`src/rtl/sram_top.sv`:
```
// Serially loaded SRAM wrapper: MSB-first shift register feeds a 2**ROWS x COLS array.
// Writes land in 1 edge; reads return registered data with a 1-cycle valid pulse; no backpressure.
module sram_top #(
  parameter int ROWS = 4,
  parameter int COLS = 8
) (
  input  logic            clk,
  input  logic            rst,
  input  logic            serial_in,
  input  logic            shift,
  input  logic            w_en,
  input  logic            r_en,
  input  logic [ROWS-1:0] addr,
  output logic [COLS-1:0] data_out,
  output logic            data_valid
);

  localparam int DEPTH = 2 ** ROWS;

  logic [COLS-1:0] sr;
  logic [COLS-1:0] mem [DEPTH];
  logic            rd_accept;

  // A write on the same edge wins; the read is dropped entirely.
  assign rd_accept = r_en && !w_en;

  always_ff @(posedge clk) begin
    if (rst) begin
      sr         <= '0;
      data_out   <= '0;
      data_valid <= 1'b0;
      for (int i = 0; i < DEPTH; i++) begin
        mem[i] <= '0;
      end
    end else begin
      if (shift) begin
        sr <= {sr[COLS-2:0], serial_in};
      end
      // Stores the pre-shift word even when shift is asserted on this edge.
      if (w_en) begin
        mem[addr] <= sr;
      end
      data_valid <= rd_accept;
      if (rd_accept) begin
        data_out <= mem[addr];
      end
    end
  end

endmodule

```
`config.mk`:
```
export PLATFORM = sky130hd
export DESIGN_NAME = sram_top
export DESIGN_NICKNAME = d
export VERILOG_FILES = /design/src/rtl/sram_top.sv
export SDC_FILE = /design/constraint.sdc
export NUM_CORES = 1
export LEC_CHECK = 0
export ABC_AREA = 1
export ABC_CLOCK_PERIOD_IN_PS = 2260
export BUFFER_PORTS_ARGS = -buffer_cell sky130_fd_sc_hd__clkbuf_2
export CORE_MARGIN = 4
export CORE_UTILIZATION = 55
export DETAILED_ROUTE_END_ITERATION = 8
export PLACE_DENSITY = 0.8
export SYNTH_ARGS = -nofsm -noshare
export SYNTH_HDL_FRONTEND = slang
export SYNTH_SLANG_ARGS = --single-unit
```
`constraint.sdc`:
```
create_clock -name clk -period 2.26 [get_ports clk]
set_clock_uncertainty 0.1 [all_clocks]
set_input_delay 0.565 -clock clk [delete_from_list [all_inputs] [get_ports clk]]
set_output_delay 0.565 -clock clk [all_outputs]
set_load 0.03 [all_outputs]
```
## Word-level counts from Yosys, hierarchy flattened

Memories as Yosys holds them, arrays and structs flattened. A register that Yosys moved wholly into a read port is not among the register bits.
Cells that the tools add are included.

- Memory bits (writable): 128
- Output and inout port bits: 9
- Memories kept: 1
- Bits in registers: 9
- Logic and storage cells: 14
- Input bits: 10

Memory list:

| name | words | width | rd ports | clocked after Yosys merged registers in | wr ports | RTL line | source |
|---|---|---|---|---|---|---|---|
| mem | 16 | 8 | 1 | 1 | 16 | 21 | `logic [COLS-1:0] mem [DEPTH];` |

- Reduce and logical (&&, ||, !) cells: 3
- Mux-type cells: 8

Operator list:

| kind | number |
|---|---|
| $mux W8 | 1 |
| $reduce_or A8 Y1 | 1 |
| $mux W1 | 6 |
| $mux W4 | 1 |
| $logic_and A1 B1 Y1 | 1 |
| $logic_not A1 Y1 | 1 |

## Depth between registers and ports, before layout

Gate-level depths: netlist (run 1).

- Word-level depth: 5
- Mapped depth: 11

## Least setup slack after synthesis (run 1)

OpenSTA, ideal clock, no wires.

- Kind: in2reg
- Start: input port addr[1]
- End: memory mem[15][0], enable pin
- Arrival: 1478 ps
- Stages: 5
- Path slack: 353 ps
- Buffers on the path: 1
- Setup time: 329 ps
- Cells stage by stage: buf_2 inv_2 nor3_4 nand2_2 nand2_1

RTL lines:

| item | RTL line | source |
|---|---|---|
| start: declaration | 13 | `input logic [ROWS-1:0] addr,` |
| end: declaration | 21 |  |

==> results.toml, run 1 <==
[critical_path]
reg2reg_from = "sr[3]"
cpMostUsedCell = "nand2_1"
crit_arrival_ns = 1.81
endpoint_kind = "register"
crit_start = "rst"
crit_fanout = 8
worstSetupStartpointType = "input pin"
crit_path_cell_trace = "clkbuf_2 > inv_2 > nand2_1 > nor3_4 > nand2_2 > nand2_1"
worstSetupPathType = "input pin to register"
crit_path_top_delay_cell = "nor3_4"
max_stage_delay_ns = 0.44
critPathRequiredTime_ns = 2.25

[cells_and_area]
syn2layout_area_growth_pct = 14.05
fin_nets = 760
n_antenna_cell = 0
fin_util = 0.6471
final_area_sq_mm = 0.007483
drive_above_1_share = 0.1429

[clock_network]
postCtsSetupBuffers = 0
cts_hold_buf = 0
cts_tree = "done"
insertion_delay_ns = 0.43
clockBufferDepth = 2
htreeDepth = 4
clk_pin_slew_ns = 0.06
root_buffer = "clkbuf_16"
cts.sinks = 145
cts-resized-gates = 0
numCtsBuffers = 17

[detailed_routing]
drc = 0
drtIter0Drc = 781
firstDrtPassIters = 7
route.vias.total = 5234
wl_um = 16000
routedWlPerCell_um = 17.66
antenna_left = 0
via_per_inst = 5.777

[worst_hold_path]
hp-start = "w_en"
hp-class = "input pin to register"

[placement]
gp_congestion = 0.8836
place_hpwl_um = 10160
dpl_cell_area_sq_mm = 0.006914
port_buffers = 18

[power]
power_density_mw_per_mm2 = 829.9
p_leak_uw = 0.003099
power_uw = 6210
ir_drop_mv = 0.7162

[synthesis]
yosysSeqAreaShare = 0.6377
ys_ff_latch = 145
netlist_top_cells_area = "edfxtp_1, nand2_1, nor2_1"
synth_cell_type_count = 18
synth.most_common_cell = "nand2_1"
yosys-top-cells-count = "nand2_1, nor2_1, edfxtp_1, nand3_1"
syn_nets = 726
synth-main-ff-cell = "edfxtp_1"
yosysTopAreaCellShare = 0.5858
synthCells = 716
avgSynthCellArea_sq_um = 9.164
async_flop_share = 0
yosysWarningCount = 0
synth_area_sq_mm = 0.006561
synth_edf_count = 128
synth_area_leader_cell = "edfxtp_1"

[die]
std_cell_rows = 39
die_area_sq_mm = 0.01374
start_util = 0.5673
die_y_um = 117.2
core_sq_mm = 0.01156
dieWidth_um = 117.2
ios = 19

[sta]
slew_headroom = 0.4746
finalSetupTns_ns = 0
max_clock_freq_ghz = 0.5500
rsz0062_at_grt = "no"
drv_slew = 0
finalCriticalPeriod_ns = 1.818
min_period_over_period = 0.8045
tightest_slew_ns = 0.7872
finalSetupViolations = 0
hold_violations = 0

[global_routing]
gr-total-overflow = 0
grt_pass1_wl_um = 25080
antenna_found_initial = 0
grt_pass1_vias = 5004
grt_max_degree = 33
grt_use_total = 0.2497

[outcome]
outcome = "completed"

[run]
max-cap-violations = 0
## logic make-up (layout without fill, tap and decap cells)
logic type / Yosys count / count (layout) / synth area share
and+or+nand+nor: 493 / 493 / 0.3066
buffers and inverters: 55 / 102 / 0.03814
AOI/OAI and AO/OA: 23 / 23 / 0.01754
DFF: 145 / 145 / 0.6377
## area by class of cell
cell class / instances / area [sq um]
timing repair buffer: 55 / 367.9
clock buffer: 17 / 425.4
clock inverter: 15 / 143.9
multi-input combinational: 516 / 2127
inverter: 15 / 56.30
tap: 143 / 178.9
sequential: 145 / 4184
fill: 870 / 4081
## through the flow
stage          worst slack [ns]  std cells  hold slack (ns)
2_1_floorplan            0.3528        716           0.3982
3_3_place_gp            0.07150        874           0.4060
3_5_place_dp            0.01708        874           0.4168
4_1_cts                  0.4685        906           0.2338
5_1_grt                  0.3939        906           0.2552
6_report                 0.4419        906           0.2415
## sequential cells by signal, indices dropped and copies added, names as in the netlist
signal      count
mem           128
data_valid      1
data_out        8
sr              8
## cell usage in the layout (no fill, tap or decap)
cell type and n:
buf_4 37, dfxtp_1 17, o21ai_0 15, clkinvlp_4 2, nor2_1 150, clkbuf_16 17
bufinv_16 2, nor3_4 4, edfxtp_1 128, clkinv_2 6, nand2_2 16, clkinv_1 8
clkinv_4 3, nor3_1 1, nand4_1 8, inv_6 1, nand3_1 40, clkbuf_2 18
nand2_1 274, inv_1 5, a21oi_1 8, inv_2 3
## where the power goes
part	internal, uW	switching, uW
logic	118	364
clock network	1610	1070
registers	3010	36.7
## worst paths after layout
check	cells after the start	endpoint	slack [ns]
worst max-delay path	6	mem[13][6]	0.44
worst min-delay path	2	data_valid	0.24
worst max register to register	3	mem[6][3]	0.83
worst min register to register	2	data_out[2]	0.44
## layer usage
metal,vias to the layer above,part of all wire,GRT usage
met5,-,0,0
met4,0,0.037,0.1093
met3,58,0.12,0.07147
met2,342,0.48,0.4061
met1,2436,0.37,0.3125
li1,2398,-,-
## worst max-delay path, delay by kind of cell
family | cells | cell delay [ns]
and+or+nand+nor | 4 | 1.08
buffers and inverters | 2 | 0.16
No activity file was read; power rests on OpenSTA's default activity.
==> run 2: changes to the inputs <==
Settings changed: ABC_CLOCK_PERIOD_IN_PS 2260 to 1800.
Clock period 2.26 ns to 1.8 ns, I/O delays scaled along.
==> run 2 against run 1 <==
Against the previous run:
- sequential power increased by 26%
- global-route usage rose by 0.91 points
- sequential share of layout area decreased by 2.6 points
- hold slack got worse by 0.13 ns
- non-clock buffer count grew 21
- power is 35% higher
- die area stayed put
- cell count up 2.3%
- sequential cell count unchanged
- critical path type is now register to register
- largest power group is now clock
==> results.toml, run 2 (synthesis gave the netlist of run 1 again) <==
[critical_path]
crit_fanout = 18
endpoint_kind = "register"
worstSetupPathType = "register to register"
worstSetupStartpointType = "register"
critPathRequiredTime_ns = 1.96
crit_arrival_ns = 1.73

[placement]
gp_congestion = 0.9911
place_hpwl_um = 10640
dp.cells = 895
port_buffers = 18
pre_cts_slack_ns = -0.1239

[global_routing]
grt_pass1_wl_um = 26120
grt_pass1_vias = 5094
grt_use_total = 0.2588
antenna_found_initial = 0
grt_max_degree = 34
gr-total-overflow = 0

[power]
power_density_mw_per_mm2 = 1072
p_leak_uw = 0.003284
ir_drop_mv = 1.035

[cells_and_area]
fin_util = 0.6784
largest_register_ffs = 128
reg_top3 = "mem x128, data_out x8, sr x8"
fin_cells = 927
drive_above_1_share = 0.1671
syn2layout_area_growth_pct = 19.57
final_cell_mix = "nand2_1, nor2_1, edfxtp_1, buf_4, nand3_1"
regMostFlops = "mem"
final_common_cell = "nand2_1"
n_antenna_cell = 0
fin_nets = 781

[die]
die_area_sq_mm = 0.01374
die_y_um = 117.2
dieWidth_um = 117.2
ios = 19
start_util = 0.5673
core_sq_mm = 0.01156
std_cell_rows = 39

[clock_network]
clk_pin_slew_ns = 0.06
postCtsSetupBuffers = 0
insertion_delay_ns = 0.43
numCtsBuffers = 17
cts-resized-gates = 0
cts.sinks = 145
cts_tree = "done"
cts_hold_buf = 0
clockBufferDepth = 2
htreeDepth = 4
root_buffer = "clkbuf_16"

[sta]
slew_headroom = 0.4240
max_clock_freq_ghz = 0.6378
setup_slack_ns = 0.2321
hold_violations = 0
finalSetupViolations = 0
min_period_over_period = 0.8711
drv_slew = 0
tightest_slew_ns = 0.8587
rsz0062_at_grt = "no"
finalSetupTns_ns = 0
finalCriticalPeriod_ns = 1.568
hold_ws_ns = 0.1100

[detailed_routing]
routedWlPerCell_um = 17.73
antenna_left = 0
wl_um = 16430
drtIter0Drc = 760
drc = 0
via_per_inst = 5.714
firstDrtPassIters = 6
route.vias.total = 5297

[outcome]
outcome = "completed"

[worst_hold_path]
hp-class = "input pin to register"

[run]
max-cap-violations = 0
## run 2: changes by cell type in the layout (fill, tap and decap cells not counted), sizes merged
cell	before	now
clkinv	17	15
buf	37	58
clkinvlp	2	1
bufinv	2	5
## run 2: power breakdown
part           internal [uW]  total, uW  switching, uW  leakage [uW]
clock network           2480       3910           1440      0.000319
logic                    202        665            464       0.00150
registers               3780       3830           49.2       0.00147
## run 2: metal layers
metal,track usage,part of all wire,vias up
li1,-,-,2448
met1,0.3449,0.39,2454
met2,0.4035,0.47,341
met4,0.09633,0.030,0
met3,0.07712,0.11,54
met5,0,0,-
## run 2: final timing paths
check	startpoint	to	slack, ns	cells past startpoint
max	sr[0]	mem[6][0]	0.23	2
min	w_en	data_valid	0.11	2
max reg2reg	sr[0]	mem[6][0]	0.23	2
min reg2reg	sr[3]	sr[4]	0.37	2
## run 2: through the flow
stage               cell area [sq um]  power (uW)
detailed placement               7184        4553
finish                           7845        8411
CTS                              7845        8435
floorplan                        6561        4279
global route                     7845        8644
global placement                 7184        4531
## run 2: area by class of cell
class	instances	area, sq um
Timing Repair Buffer	76	638.1
Sequential cell	145	4184
Multi-Input combinational cell	516	2127
Clock inverter	15	235.2
Fill cell	835	3720
Inverter	15	56.30
Clock buffer	17	425.4
Tap cell	143	178.9
## run 2: worst max-delay path: stages (launching register included)
cell and delay, ns:
dfxtp_1 0.31, clkinv_1 0.65, nor2_1 0.33
==> run 3: changes to the inputs <==
Settings changed: CORE_MARGIN 4 to 5, CORE_UTILIZATION 55 to 35, PLACE_DENSITY 0.8 to 0.58.
==> run 3 against run 2 <==
Against the previous run:
- via count down 4.6%
- hold slack improved by 0.028 ns
- non-clock buffer count rose by 15
- sequential share of layout area is 1.7 points lower
- cell count is 11% higher
- clock power is 8.7% lower
- global-route usage shrank 9.0 points
- routed wire length grew 5.6%
- clock-buffer cell count up 3
- combinational power grew 9.2%
- sequential power hardly changed
- first-iteration DRC count shrank 41%
- largest cell class unchanged
==> results.toml, run 3 (synthesis gave the netlist of run 1 again) <==
[outcome]
outcome = "completed"

[cells_and_area]
reg_top3 = "mem x128, data_out x8, sr x8"
n_antenna_cell = 0
final_cell_mix = "nand2_1, nor2_1, edfxtp_1, buf_4, nand3_1"
syn2layout_area_growth_pct = 23.59
fillers = 1793
fin_nets = 796
drive_above_1_share = 0.1827
multiInputGateArea_sq_mm = 0.002127
register_area_sq_mm = 0.004184
regMostFlops = "mem"
final_common_cell = "nand2_1"
largest_register_ffs = 128

[critical_path]
crit_arrival_ns = 1.06
worstSetupStartpointType = "register"
rr_endpoint = "sr[0]"
critPathRequiredTime_ns = 1.25
crit_buf_inv = 1
reg2reg_from = "sr[0]"
worst_path_dominant_cell_family = "flip-flops"
r2r_slack_ns = 0.26
crit_path_cell_trace = "clkbuf_2"
endpoint_kind = "primary output"
path_depth = 1
crit_fanout = 2
r2r_cells = 4
crit_start = "data_out[4]"
crit_path_top_delay_cell = "dfxtp_1"
max_stage_delay_ns = 0.39
worstSetupPathType = "register to primary output"

[global_routing]
grt_pass1_vias = 4983
antenna_found_initial = 0
grt_pass1_wl_um = 27550
grt_use_total = 0.1684
grt_max_degree = 41
gr-total-overflow = 0

[detailed_routing]
drc = 0
wl_um = 17360
antenna_left = 0
drtIter0Drc = 449
via_per_inst = 4.892
routedWlPerCell_um = 16.80
route.vias.total = 5053
firstDrtPassIters = 5

[placement]
pre_cts_slack_ns = -0.07682
gp_congestion = 0.8178
place_hpwl_um = 11590
port_buffers = 18

[worst_hold_path]
worstHoldPathCells = 3
hp-class = "input pin to register"
hp-start = "r_en"
holdPathEnd = "data_valid"

[sta]
setup_slack_ns = 0.1909
hold_violations = 0
hold_ws_ns = 0.1384
rsz0062_at_grt = "no"
drv_slew = 0
finalSetupViolations = 0
finalCriticalPeriod_ns = 1.609
max_clock_freq_ghz = 0.6215
tightest_slew_ns = 0.8256
min_period_over_period = 0.8939
slew_headroom = 0.4462

[clock_network]
cts_hold_buf = 0
clk_pin_slew_ns = 0.06
numCtsBuffers = 17
insertion_delay_ns = 0.43
cts.sinks = 145
cts_tree = "done"
root_buffer = "clkbuf_16"
clockBufferDepth = 2
cts-resized-gates = 0
postCtsSetupBuffers = 0
htreeDepth = 4

[die]
core_sq_mm = 0.01858
std_cell_rows = 50
start_util = 0.3531
die_area_sq_mm = 0.02159
dieWidth_um = 146.9
die_y_um = 146.9
ios = 19

[power]
ir_drop_mv = 0.7093
power_density_mw_per_mm2 = 1001
p_leak_uw = 0.003356

[run]
max-cap-violations = 0
-- run 3: cell types whose count changed in the layout (fill, tap and decap cells not counted), moves of 2 or more --
cell        previous run  this run
buf_4                 49        57
buf_12                 9        16
clkinv_4               7         5
clkbuf_16             17        19
bufinv_16              5         1
clkinvlp_4             1         4
inv_6                  0         2
-- run 3: routing by layer --
layer,GRT usage,vias up,part of all wire
li1,-,2477,-
met1,0.2305,2407,0.46
met2,0.2660,138,0.47
met3,0.03455,31,0.047
met4,0.06198,0,0.020
met5,0,-,0
-- run 3: area by class of cell --
cell class / count / share of cell area
clock buffers: 20 / 0.06033
clock inverters: 12 / 0.01497
inverters: 15 / 0.006943
multi-input cells: 516 / 0.2623
flip-flops and latches: 145 / 0.5160
well taps: 234 / 0.03611
repair buffers: 91 / 0.1034
-- run 3: how the worst max path moves through the flow --
stage             endpoint
5_1_grt         mem[12][0]
2_1_floorplan   mem[15][0]
6_report       data_out[4]
3_3_place_gp   data_out[6]
4_1_cts        data_out[0]
3_5_place_dp     mem[9][6]
-- run 3: power breakdown --
group | total, uW | switching, uW | internal (uW) | leakage [uW]
logic | 726 | 482 | 244 | 0.00160
clock network | 3570 | 1440 | 2120 | 0.000286
registers | 3830 | 44.1 | 3780 | 0.00147
total | 8120 | 1970 | 6150 | 0.00336
-- run 3: metrics by stage --
step | utilization | setup TNS (ns) | std cells | total power [uW] | cell area [sq um]
floorplan | - | 0 | 716 | 4279 | 6561
global placement | 0.4036 | -3.650 | 1001 | 4618 | 7498
detailed placement | 0.4036 | -6.734 | 1001 | 4624 | 7498
CTS | 0.4364 | 0 | 1033 | 8179 | 8109
global route | 0.4364 | 0 | 1033 | 8416 | 8109
finish | 0.4364 | 0 | 1033 | 8118 | 8109
-- run 3: worst reg2reg max path: cells and delay by family (launching register included) --
family / cells / cell delay [ns]
AND/OR/NAND/NOR: 2 / 0.37
buffers and inverters: 1 / 0.64
AO/OA/AOI/OAI: 1 / 0.07
flip-flops: 1 / 0.31
